$ cat config.mk
export PLATFORM = sky130hd
export DESIGN_NAME = pipeline_ctrl_flat
export DESIGN_NICKNAME = d
export VERILOG_FILES = /design/src/rtl/pipe_pkg.sv /design/src/rtl/pipeline_ctrl_if.sv /design/src/rtl/fwd_sel.sv /design/src/rtl/pipeline_ctrl.sv /design/src/flat_wrapper.sv
export SDC_FILE = /design/constraint.sdc
export NUM_CORES = 1
export LEC_CHECK = 0
export BUFFER_PORTS_ARGS = -buffer_cell sky130_fd_sc_hd__clkbuf_2
export CELL_PAD_IN_SITES_DETAIL_PLACEMENT = 1
export CELL_PAD_IN_SITES_GLOBAL_PLACEMENT = 1
export CORE_MARGIN = 2
export CORE_UTILIZATION = 40
export DETAILED_ROUTE_END_ITERATION = 10
export MAX_ROUTING_LAYER = met4
export PLACE_DENSITY_LB_ADDON = 0.05
export SYNTH_ARGS = -nofsm -noshare
export SYNTH_HDL_FRONTEND = slang
export SYNTH_SLANG_ARGS = --single-unit
$ cat constraint.sdc
create_clock -name clk -period 3.6 [get_ports clk]
set_input_delay 0.54 -clock clk [delete_from_list [all_inputs] [get_ports clk]]
set_output_delay 0.54 -clock clk [all_outputs]
set_load 0.02 [all_outputs]
$ cat src/rtl/pipe_pkg.sv
// Shared types and constants for the pipeline control slice.
// Control word, bubble value, forward and redirect encodings.
package pipe_pkg;

  typedef logic [4:0] reg_t;

  typedef struct packed {
    logic regwrite;
    logic memread;
    logic memwrite;
    logic memtoreg;
    logic branch;
  } ctrl_t;

  localparam ctrl_t CTRL_BUBBLE = '0;

  localparam logic [1:0] FWD_RF  = 2'b00;
  localparam logic [1:0] FWD_WB  = 2'b01;
  localparam logic [1:0] FWD_MEM = 2'b10;

  localparam logic [1:0] REDIR_NONE   = 2'b00;
  localparam logic [1:0] REDIR_JUMP   = 2'b01;
  localparam logic [1:0] REDIR_JR     = 2'b10;
  localparam logic [1:0] REDIR_BRANCH = 2'b11;

endpackage

$ cat src/rtl/pipeline_ctrl_if.sv
// Bundle between decoder/datapath (master) and pipeline_ctrl (slave).
// Master drives ID fields and ex_zero; slave drives hazard/fwd/ctrl/counters.
interface pipeline_ctrl_if #(
  parameter int CNT_W = 32
);
  import pipe_pkg::*;

  reg_t id_rs;
  reg_t id_rt;
  reg_t id_rd;
  logic id_regdest;
  logic id_regwrite;
  logic id_memread;
  logic id_memwrite;
  logic id_memtoreg;
  logic id_branch;
  logic id_jump;
  logic id_jump_return;
  logic ex_zero;

  logic       stall;
  logic       flush_ifid;
  logic [1:0] pc_redirect;
  logic [1:0] forward_a;
  logic [1:0] forward_b;
  logic       ex_memread;
  logic       ex_memwrite;
  logic       ex_memtoreg;
  logic       ex_regwrite;
  logic       mem_memread;
  logic       mem_memwrite;
  logic       wb_regwrite;
  logic       wb_memtoreg;
  reg_t       wb_wreg;
  logic [CNT_W-1:0] stall_cnt;
  logic [CNT_W-1:0] flush_cnt;

  modport master (
    output id_rs, id_rt, id_rd,
    output id_regdest, id_regwrite,
    output id_memread, id_memwrite,
    output id_memtoreg, id_branch,
    output id_jump, id_jump_return,
    output ex_zero,
    input  stall, flush_ifid, pc_redirect,
    input  forward_a, forward_b,
    input  ex_memread, ex_memwrite,
    input  ex_memtoreg, ex_regwrite,
    input  mem_memread, mem_memwrite,
    input  wb_regwrite, wb_memtoreg, wb_wreg,
    input  stall_cnt, flush_cnt
  );

  modport slave (
    input  id_rs, id_rt, id_rd,
    input  id_regdest, id_regwrite,
    input  id_memread, id_memwrite,
    input  id_memtoreg, id_branch,
    input  id_jump, id_jump_return,
    input  ex_zero,
    output stall, flush_ifid, pc_redirect,
    output forward_a, forward_b,
    output ex_memread, ex_memwrite,
    output ex_memtoreg, ex_regwrite,
    output mem_memread, mem_memwrite,
    output wb_regwrite, wb_memtoreg, wb_wreg,
    output stall_cnt, flush_cnt
  );

endinterface

$ cat src/rtl/fwd_sel.sv
// One EX operand's forwarding select; MEM result beats WB result.
// Ports: src operand reg, MEM/WB regwrite+dest, sel (FWD_* code).
module fwd_sel
  import pipe_pkg::*;
(
  input  reg_t       src,
  input  logic       mem_rw,
  input  reg_t       mem_wreg,
  input  logic       wb_rw,
  input  reg_t       wb_wreg,
  output logic [1:0] sel
);

  logic mem_hit;
  logic wb_hit;

  assign mem_hit = mem_rw && (mem_wreg != '0)
                && (mem_wreg == src);
  // WB only counts when MEM does not already match.
  assign wb_hit  = wb_rw && (wb_wreg != '0)
                && (wb_wreg == src) && !mem_hit;

  always_comb begin
    sel = FWD_RF;
    unique case (1'b1)
      mem_hit: sel = FWD_MEM;
      wb_hit:  sel = FWD_WB;
      default: sel = FWD_RF;
    endcase
  end

endmodule

$ cat src/rtl/pipeline_ctrl.sv
// Carries decoded control through ID/EX, EX/MEM, MEM/WB; hazards,
// redirects, forwarding, perf counters. Ports: clk, reset, bus(slave).
module pipeline_ctrl
  import pipe_pkg::*;
#(
  parameter int CNT_W = 32
) (
  input  logic clk,
  input  logic reset,
  pipeline_ctrl_if.slave bus
);

  ctrl_t id_ctrl;
  reg_t  id_wreg;

  ctrl_t ex_ctrl;
  reg_t  ex_wreg;
  reg_t  ex_rs;
  reg_t  ex_rt;

  logic  mem_rw;
  logic  mem_mr;
  logic  mem_mw;
  logic  mem_m2r;
  reg_t  mem_wreg;

  logic  wb_rw;
  logic  wb_m2r;
  reg_t  wb_wreg;

  logic  ld_use;
  logic  jr_haz;
  logic  taken;
  logic  stall;
  logic  flush;
  logic  id_kill;
  logic [1:0] redir;
  logic [1:0] fa;
  logic [1:0] fb;

  logic [CNT_W-1:0] stall_q;
  logic [CNT_W-1:0] flush_q;

  assign id_ctrl = '{
    regwrite: bus.id_regwrite,
    memread:  bus.id_memread,
    memwrite: bus.id_memwrite,
    memtoreg: bus.id_memtoreg,
    branch:   bus.id_branch
  };
  assign id_wreg = bus.id_regdest ? bus.id_rd : bus.id_rt;

  assign ld_use = ex_ctrl.memread && (ex_wreg != '0)
               && ((ex_wreg == bus.id_rs)
                || (ex_wreg == bus.id_rt));

  assign jr_haz = bus.id_jump_return && (bus.id_rs != '0)
               && ((ex_ctrl.regwrite && ex_wreg == bus.id_rs)
                || (mem_rw && mem_wreg == bus.id_rs));

  assign taken = ex_ctrl.branch && bus.ex_zero;

  // Taken branch wins over stalls and ID redirects.
  always_comb begin
    stall = 1'b0;
    flush = 1'b0;
    redir = REDIR_NONE;
    if (reset) begin
      stall = 1'b0;
    end else if (taken) begin
      flush = 1'b1;
      redir = REDIR_BRANCH;
    end else if (ld_use || jr_haz) begin
      stall = 1'b1;
    end else if (bus.id_jump) begin
      flush = 1'b1;
      redir = REDIR_JUMP;
    end else if (bus.id_jump_return) begin
      flush = 1'b1;
      redir = REDIR_JR;
    end
  end

  // Jumps enter EX as bubbles so they never write.
  assign id_kill = stall || taken
                || bus.id_jump || bus.id_jump_return;

  fwd_sel u_fwd_a (
    .src      (ex_rs),
    .mem_rw   (mem_rw),
    .mem_wreg (mem_wreg),
    .wb_rw    (wb_rw),
    .wb_wreg  (wb_wreg),
    .sel      (fa)
  );

  fwd_sel u_fwd_b (
    .src      (ex_rt),
    .mem_rw   (mem_rw),
    .mem_wreg (mem_wreg),
    .wb_rw    (wb_rw),
    .wb_wreg  (wb_wreg),
    .sel      (fb)
  );

  always_ff @(posedge clk) begin
    if (reset || id_kill) begin
      ex_ctrl <= CTRL_BUBBLE;
      ex_wreg <= '0;
      ex_rs   <= '0;
      ex_rt   <= '0;
    end else begin
      ex_ctrl <= id_ctrl;
      ex_wreg <= id_wreg;
      ex_rs   <= bus.id_rs;
      ex_rt   <= bus.id_rt;
    end
  end

  always_ff @(posedge clk) begin
    if (reset) begin
      mem_rw   <= 1'b0;
      mem_mr   <= 1'b0;
      mem_mw   <= 1'b0;
      mem_m2r  <= 1'b0;
      mem_wreg <= '0;
      wb_rw    <= 1'b0;
      wb_m2r   <= 1'b0;
      wb_wreg  <= '0;
    end else begin
      mem_rw   <= ex_ctrl.regwrite;
      mem_mr   <= ex_ctrl.memread;
      mem_mw   <= ex_ctrl.memwrite;
      mem_m2r  <= ex_ctrl.memtoreg;
      mem_wreg <= ex_wreg;
      wb_rw    <= mem_rw;
      wb_m2r   <= mem_m2r;
      wb_wreg  <= mem_wreg;
    end
  end

  always_ff @(posedge clk) begin
    if (reset) begin
      stall_q <= '0;
      flush_q <= '0;
    end else begin
      stall_q <= stall_q + CNT_W'(stall);
      flush_q <= flush_q + CNT_W'(flush);
    end
  end

  assign bus.stall        = stall;
  assign bus.flush_ifid   = flush;
  assign bus.pc_redirect  = redir;
  assign bus.forward_a    = reset ? FWD_RF : fa;
  assign bus.forward_b    = reset ? FWD_RF : fb;
  assign bus.ex_memread   = ex_ctrl.memread;
  assign bus.ex_memwrite  = ex_ctrl.memwrite;
  assign bus.ex_memtoreg  = ex_ctrl.memtoreg;
  assign bus.ex_regwrite  = ex_ctrl.regwrite;
  assign bus.mem_memread  = mem_mr;
  assign bus.mem_memwrite = mem_mw;
  assign bus.wb_regwrite  = wb_rw;
  assign bus.wb_memtoreg  = wb_m2r;
  assign bus.wb_wreg      = wb_wreg;
  assign bus.stall_cnt    = stall_q;
  assign bus.flush_cnt    = flush_q;

endmodule

$ cat src/flat_wrapper.sv
// flat-port wrapper written by rule: the top's interface ports become plain ports
module pipeline_ctrl_flat import pipe_pkg::*;
#(
  parameter int CNT_W = 32
)
  (clk, reset, bus_id_rs, bus_id_rt, bus_id_rd, bus_id_regdest, bus_id_regwrite, bus_id_memread, bus_id_memwrite, bus_id_memtoreg, bus_id_branch, bus_id_jump, bus_id_jump_return, bus_ex_zero, bus_stall, bus_flush_ifid, bus_pc_redirect, bus_forward_a, bus_forward_b, bus_ex_memread, bus_ex_memwrite, bus_ex_memtoreg, bus_ex_regwrite, bus_mem_memread, bus_mem_memwrite, bus_wb_regwrite, bus_wb_memtoreg, bus_wb_wreg, bus_stall_cnt, bus_flush_cnt);
  pipeline_ctrl_if #(.CNT_W(CNT_W)) bus_i ();
  input  logic clk;
  input  logic reset;
  input wire logic [$bits(bus_i.id_rs)-1:0] bus_id_rs;
  input wire logic [$bits(bus_i.id_rt)-1:0] bus_id_rt;
  input wire logic [$bits(bus_i.id_rd)-1:0] bus_id_rd;
  input wire logic [$bits(bus_i.id_regdest)-1:0] bus_id_regdest;
  input wire logic [$bits(bus_i.id_regwrite)-1:0] bus_id_regwrite;
  input wire logic [$bits(bus_i.id_memread)-1:0] bus_id_memread;
  input wire logic [$bits(bus_i.id_memwrite)-1:0] bus_id_memwrite;
  input wire logic [$bits(bus_i.id_memtoreg)-1:0] bus_id_memtoreg;
  input wire logic [$bits(bus_i.id_branch)-1:0] bus_id_branch;
  input wire logic [$bits(bus_i.id_jump)-1:0] bus_id_jump;
  input wire logic [$bits(bus_i.id_jump_return)-1:0] bus_id_jump_return;
  input wire logic [$bits(bus_i.ex_zero)-1:0] bus_ex_zero;
  output wire logic [$bits(bus_i.stall)-1:0] bus_stall;
  output wire logic [$bits(bus_i.flush_ifid)-1:0] bus_flush_ifid;
  output wire logic [$bits(bus_i.pc_redirect)-1:0] bus_pc_redirect;
  output wire logic [$bits(bus_i.forward_a)-1:0] bus_forward_a;
  output wire logic [$bits(bus_i.forward_b)-1:0] bus_forward_b;
  output wire logic [$bits(bus_i.ex_memread)-1:0] bus_ex_memread;
  output wire logic [$bits(bus_i.ex_memwrite)-1:0] bus_ex_memwrite;
  output wire logic [$bits(bus_i.ex_memtoreg)-1:0] bus_ex_memtoreg;
  output wire logic [$bits(bus_i.ex_regwrite)-1:0] bus_ex_regwrite;
  output wire logic [$bits(bus_i.mem_memread)-1:0] bus_mem_memread;
  output wire logic [$bits(bus_i.mem_memwrite)-1:0] bus_mem_memwrite;
  output wire logic [$bits(bus_i.wb_regwrite)-1:0] bus_wb_regwrite;
  output wire logic [$bits(bus_i.wb_memtoreg)-1:0] bus_wb_memtoreg;
  output wire logic [$bits(bus_i.wb_wreg)-1:0] bus_wb_wreg;
  output wire logic [$bits(bus_i.stall_cnt)-1:0] bus_stall_cnt;
  output wire logic [$bits(bus_i.flush_cnt)-1:0] bus_flush_cnt;
  assign bus_i.id_rs = bus_id_rs;
  assign bus_i.id_rt = bus_id_rt;
  assign bus_i.id_rd = bus_id_rd;
  assign bus_i.id_regdest = bus_id_regdest;
  assign bus_i.id_regwrite = bus_id_regwrite;
  assign bus_i.id_memread = bus_id_memread;
  assign bus_i.id_memwrite = bus_id_memwrite;
  assign bus_i.id_memtoreg = bus_id_memtoreg;
  assign bus_i.id_branch = bus_id_branch;
  assign bus_i.id_jump = bus_id_jump;
  assign bus_i.id_jump_return = bus_id_jump_return;
  assign bus_i.ex_zero = bus_ex_zero;
  assign bus_stall = bus_i.stall;
  assign bus_flush_ifid = bus_i.flush_ifid;
  assign bus_pc_redirect = bus_i.pc_redirect;
  assign bus_forward_a = bus_i.forward_a;
  assign bus_forward_b = bus_i.forward_b;
  assign bus_ex_memread = bus_i.ex_memread;
  assign bus_ex_memwrite = bus_i.ex_memwrite;
  assign bus_ex_memtoreg = bus_i.ex_memtoreg;
  assign bus_ex_regwrite = bus_i.ex_regwrite;
  assign bus_mem_memread = bus_i.mem_memread;
  assign bus_mem_memwrite = bus_i.mem_memwrite;
  assign bus_wb_regwrite = bus_i.wb_regwrite;
  assign bus_wb_memtoreg = bus_i.wb_memtoreg;
  assign bus_wb_wreg = bus_i.wb_wreg;
  assign bus_stall_cnt = bus_i.stall_cnt;
  assign bus_flush_cnt = bus_i.flush_cnt;
  pipeline_ctrl #(.CNT_W(CNT_W)) u_core (.clk(clk), .reset(reset), .bus(bus_i));
endmodule
======== Word-level counts from Yosys, hierarchy flattened ========
Cells that the tools add are included.
storage, ports and cells
  input bits .............................. 26
  flip-flop bits (word level) ............. 100
  output and inout bits ................... 85
  memory bits (read-only) ................. 0
  bits in latches ......................... 0
  memory bits (writable) .................. 0
  memories kept ........................... 0
cells by class
  $lt $le $gt $ge ......................... 0
  shift-type cells ........................ 0
  muxes and demuxes ....................... 18
  eq/ne operators ......................... 7
  $mul .................................... 0
  add/sub/neg operators ................... 2
  divide/modulo/power cells ............... 0
  bitwise operators ....................... 0
  reduce and logical (&&, ||, !) cells .... 28
operators with widths
  operator           number
  $add 32x1->32      2
  $eq 5x5->1         7
  $reduce_bool 5->1  4
  $logic_and 1x1->1  15
  $mux 2             7
  $mux 1             8
  $pmux 2 s2         2
  $logic_or 1x1->1   7
  $mux 5             1
  $logic_not 1->1    2

======== Logic depth before layout (Yosys ltp) ========
  depth after elaboration ................. 12
  depth in mapped cells ................... 13

======== Modules after synthesis ========
From an unflattened synthesis, not the netlist that was laid out.
second synthesis, totals
  cells, all modules ...................... 478
  area total of the unflattened synthesis .. 4418.0 sq um
modules (own cells, without submodules)
  module         area an instance (sq um)  instances  cells each  seq. area each (sq um)
  pipeline_ctrl  4115.2                    1          438         2001.9
  fwd_sel        151.4                     2          20          0.0

======== Worst setup path before layout ========
OpenSTA, ideal clock, no wires.
  path kind ............................... in2reg
  start ................................... in bus_id_rs[1]
  end ..................................... reg u_core.flush_q[18] (netlist: u_core.bus.flush_cnt[18])
  path buffers ............................ 1
  slack ................................... -13 ps
  stages .................................. 13
  arrival time ............................ 3486 ps
  data required time ...................... 3472 ps
  cells stage by stage .................... or4_4 > o211ai_2 > a2111oi_2 > or3_1 > buf_6 > o22ai_1 > ha_1 > ha_1 > nand2_1 > nor4_1 > nand4_1 > xor2_1 > nor2_1
on the way
  cells in the longest elaborated chain, start to end .. 9
ends and longest elaborated chain
  item                                         RTL line                                                       text
  start: declaration                           flat_wrapper.sv:10                                             input wire logic [$bits(bus_i.id_rs)-1:0] bus_id_rs;
  $eq 5x5->1, on equally long branches         pipeline_ctrl.sv:54, pipeline_ctrl.sv:58, pipeline_ctrl.sv:59
  $logic_and 1x1->1, on equally long branches  pipeline_ctrl.sv:58, pipeline_ctrl.sv:59
  $logic_or 1x1->1                             pipeline_ctrl.sv:59                                            || (mem_rw && mem_wreg == bus.id_rs));
  $logic_and 1x1->1                            pipeline_ctrl.sv:58                                            && ((ex_ctrl.regwrite && ex_wreg == bus.id_rs)
  $logic_or 1x1->1 *                           pipeline_ctrl.sv:73                                            end else if (ld_use || jr_haz) begin
  $mux 1 *                                     pipeline_ctrl.sv:73
  $mux 1 *                                     pipeline_ctrl.sv:70                                            end else if (taken) begin
  $mux 1 *                                     pipeline_ctrl.sv:68                                            if (reset) begin
  net bus_flush_ifid                           flat_wrapper.sv:23                                             output wire logic [$bits(bus_i.flush_ifid)-1:0] bus_flush_ifid;
  $add 32x1->32 *                              pipeline_ctrl.sv:148                                           flush_q <= flush_q + CNT_W'(flush);
  end signal: assignment                       pipeline_ctrl.sv:148
  end: declaration                             pipeline_ctrl.sv:42                                            logic [CNT_W-1:0] flush_q;
Mark *: on every way through the listed nets, which the timed path passes. The rest lies on a longest branch.
A chain may end at the register's enable or synchronous reset.

======== Worst setup path in the final report ========
  start ................................... reg u_core.ex_wreg[0]
  end ..................................... reg u_core.flush_q[29] (netlist: u_core.bus.flush_cnt[29])
on the way
  cells in the longest elaborated chain, start to end .. 9
ends and longest elaborated chain
  item                      RTL line                                  text
  start: declaration        pipeline_ctrl.sv:17                       reg_t ex_wreg;
  start signal: assignment  pipeline_ctrl.sv:114                      ex_wreg <= id_wreg;
  $eq 5x5->1                pipeline_ctrl.sv:54, pipeline_ctrl.sv:58
  $logic_and 1x1->1         pipeline_ctrl.sv:58
  $logic_or 1x1->1          pipeline_ctrl.sv:59
  $logic_and 1x1->1         pipeline_ctrl.sv:58
  $logic_or 1x1->1 *        pipeline_ctrl.sv:73
  $mux 1 *                  pipeline_ctrl.sv:73
  $mux 1 *                  pipeline_ctrl.sv:70
  $mux 1 *                  pipeline_ctrl.sv:68
  $add 32x1->32 *           pipeline_ctrl.sv:148
Mark *: on every way between the ends. The rest lies on a longest branch, timed or not.

==> flow_summary_export.csv <==
group,metric,value,unit
power_and_ir_drop,p_int,1.41,mW
sta,clock.fmax,300,MHz
synthesis,ys_types,41,
grt,antenna_found_initial,0,
power_and_ir_drop,total_power,1.85,mW
power_and_ir_drop,leakagePower,2.22,nW
worst_setup_path,critPathMaxFanout,8,
worst_setup_path,cpLargestDelayFamily,"simple AND/OR/NAND/NOR gates",
route,avgViaCountPerCell,5.11,
clocking,cts.sink_count,100,
finish,final_area,0.00533,mm²
clocking,clk_latency,370,ps
run,maxCapViolCount,0,
clocking,cts_resized,0,
sta,worst_pin_slew,663,ps
worst_setup_path,reg2regPathDepth,11,
hold_path,hold_class,"in2reg",
sta,period_needed,3330,ps
grt,grt.total_usage,0.206,
power_and_ir_drop,seqPwrFrac,0.610,
route,drtPass1Iterations,4,
sta,maxSlewViolCount,0,
floorplan,pin_count,111,
synthesis,ys_ff_latch,100,
grt,grt_pass1_wl,18700,µm
clocking,cts_max_level,3,
clocking,clockBufferDepth,2,
grt,overflow,0,
worst_setup_path,critPathKind,"reg2reg",
sta,hold_ws,365,ps
floorplan,start_util,0.409,
route,num_vias,3760,
finish,final_layout_size_suffix_gt1_frac,0.250,
clocking,cts_tree,"done",
power_and_ir_drop,p_sw_frac,0.239,
route,wl_per_cell,15.5,µm
sta,relSlewSlack,0.555,
power_and_ir_drop,peakVddDrop,0.173,mV
worst_setup_path,critPathLaunchType,"register",
route,drtIter0Drc,116,
worst_setup_path,cp.depth,11,
placed_design,placed_area,0.00517,mm²
route,ant_nets,0,
sta,period_share,0.925,
grt,first_global_vias,3702,
synthesis,synth-edff-count,0,
synthesis,synth-main-ff-cell,"dfxtp_1",
floorplan,die_area,0.0120,mm²
synthesis,syn_area_per_cell,9.30,µm²
worst_setup_path,cp_data_arrival_time,3590,ps
synthesis,syn_nets,507,
finish,layout_common_cells,"clkbuf_2, dfxtp_1, nor2_1, xnor2_1, xor2_1",
synthesis,synth_cells,477,
finish,final_common_cell,"clkbuf_2",
clocking,cts_root_buffer,"clkbuf_8",
worst_setup_path,cpPeakStageDelay,560,ps
outcome,status,"finished clean",
synthesis,ys_seq_area_frac,0.451,
sta,hold_viol,0,
synthesis,yosysWarningCount,0,
power_and_ir_drop,p_per_area,347,mW/mm²
floorplan,fp.coreArea,0.0108,mm²
power_and_ir_drop,clkPwrFrac,0.330,
placed_design,gp_congestion,0.878,
worst_setup_path,cp.required,3860,ps
floorplan,die_height,109,µm
worst_setup_path,cp_cell_sequence,"or4_1 -> o21ai_2 -> a2111oi_2 -> or3_1 -> o22ai_2 -> ha_1 -> and2_1 -> nand4_1 -> nor4_1 -> xnor2_1 -> nor2_1",
sta,clock_skew,12.2,ps
worst_setup_path,critical_path_buf_inv_count,0,
worst_setup_path,critical-path-slowest-cell,"or4_1",
clocking,cts_inserted_buffers,9,
finish,num_antenna_cells,0,
sta,rsz0062_at_grt,"false",
synthesis,netlist_area,0.00444,mm²
placed_design,place_hpwl,8780,µm
route,finalWirelength,11400,µm
sta,tns,0,ps
finish,nNetsFinal,622,
grt,grt_start_max_net_pins,27,
power_and_ir_drop,p_sw,0.442,mW
clocking,post_cts_buffers,0,
clocking,clk_pin_slew,90,ps
placed_design,place.port_buffers,110,
worst_setup_path,end_kind,"register",
floorplan,die_width,109,µm
finish,area_delta_synth_final,20.1,%
clocking,postCtsHoldBufs,0,
synthesis,postSynth.asyncResetShare,0,
floorplan,num_rows,38,
sta,setup_violations,0,
route,drc,0,
hold_path,holdPathStages,2,
power_and_ir_drop,comb_power_share,0.059,
-- path summary, 6_finish.rpt --
check	from	slack [ps]	endpoint
setup / recovery	u_core.ex_wreg[0]	270	u_core.bus.flush_cnt[29]
hold / removal	bus_id_memread	360	u_core.bus.ex_memread
setup reg to reg	u_core.ex_wreg[0]	270	u_core.bus.flush_cnt[29]
hold reg to reg	u_core.mem_m2r	450	u_core.bus.wb_memtoreg
-- area by class of cell --
| cell class | instances | area [µm²] |
|---|---|---|
| clock buffers | 12 | 135 |
| well taps | 140 | 175 |
| repair buffers | 119 | 618 |
| fillers | 1320 | 5510 |
| clock inverters | 3 | 15.0 |
| multi-input cells | 356 | 2360 |
| inverters | 6 | 22.5 |
| flip-flops and latches | 100 | 2000 |
-- layer usage --
layer,track usage,part of all wire,vias up
met4,0.0832,0.017,0
met2,0.330,0.48,71
li1,-,-,1851
met1,0.263,0.47,1821
met3,0.0279,0.032,17
met5,-,0,-
-- cells in the mapped netlist (8+ instances only) --
| library cell | instances | area [µm²] |
|---|---|---|
| nor2_1 | 65 | 244 |
| clkbuf_1 | 9 | 33.8 |
| nand3_1 | 23 | 115 |
| xnor2_1 | 47 | 412 |
| nand4_1 | 19 | 119 |
| dfxtp_1 | 100 | 2000 |
| nand2_1 | 24 | 90.1 |
| and3_1 | 8 | 50.1 |
| nor3_1 | 12 | 60.1 |
| nor2b_1 | 22 | 138 |
| nor4_1 | 11 | 68.8 |
| and2_1 | 21 | 131 |
| xor2_1 | 43 | 377 |
-- kinds of logic after synthesis --
group           Yosys count  synth area share
flops                   100             0.451
mux                       6            0.0138
buf+inv                  21            0.0209
simple gates            238             0.299
xor+xnor                 90             0.178
fa+ha+maj                 4            0.0113
compound gates           18            0.0265
-- metrics by stage --
| stage | worst slack (ps) | std cells | util |
|---|---|---|---|
| floorplan | 171 | 477 | - |
| global placement | -12.7 | 721 | 0.477 |
| detailed placement | -65.5 | 721 | 0.477 |
| CTS | 187 | 736 | 0.490 |
| global route | 16.4 | 736 | 0.492 |
| finish | 270 | 736 | 0.492 |
-- power groups by stage --
stage	clock [mW]	sequential, mW	combinational, mW
2_1_floorplan	0	1.16	0.0627
3_3_place_gp	0	1.15	0.108
3_5_place_dp	0	1.15	0.111
4_1_cts	0.637	1.13	0.111
5_1_grt	0.696	1.13	0.121
6_report	0.611	1.13	0.109
-- sequential cells by signal (all words and copies together) (netlist names), 5 cells and up --
register	cells
u_core.ex_rs	5
u_core.bus.flush_cnt	32
u_core.ex_rt	5
u_core.bus.wb_wreg	5
u_core.bus.stall_cnt	32
u_core.ex_wreg	5
u_core.mem_wreg	5
Note: power is estimated with default switching activity, not from simulation.
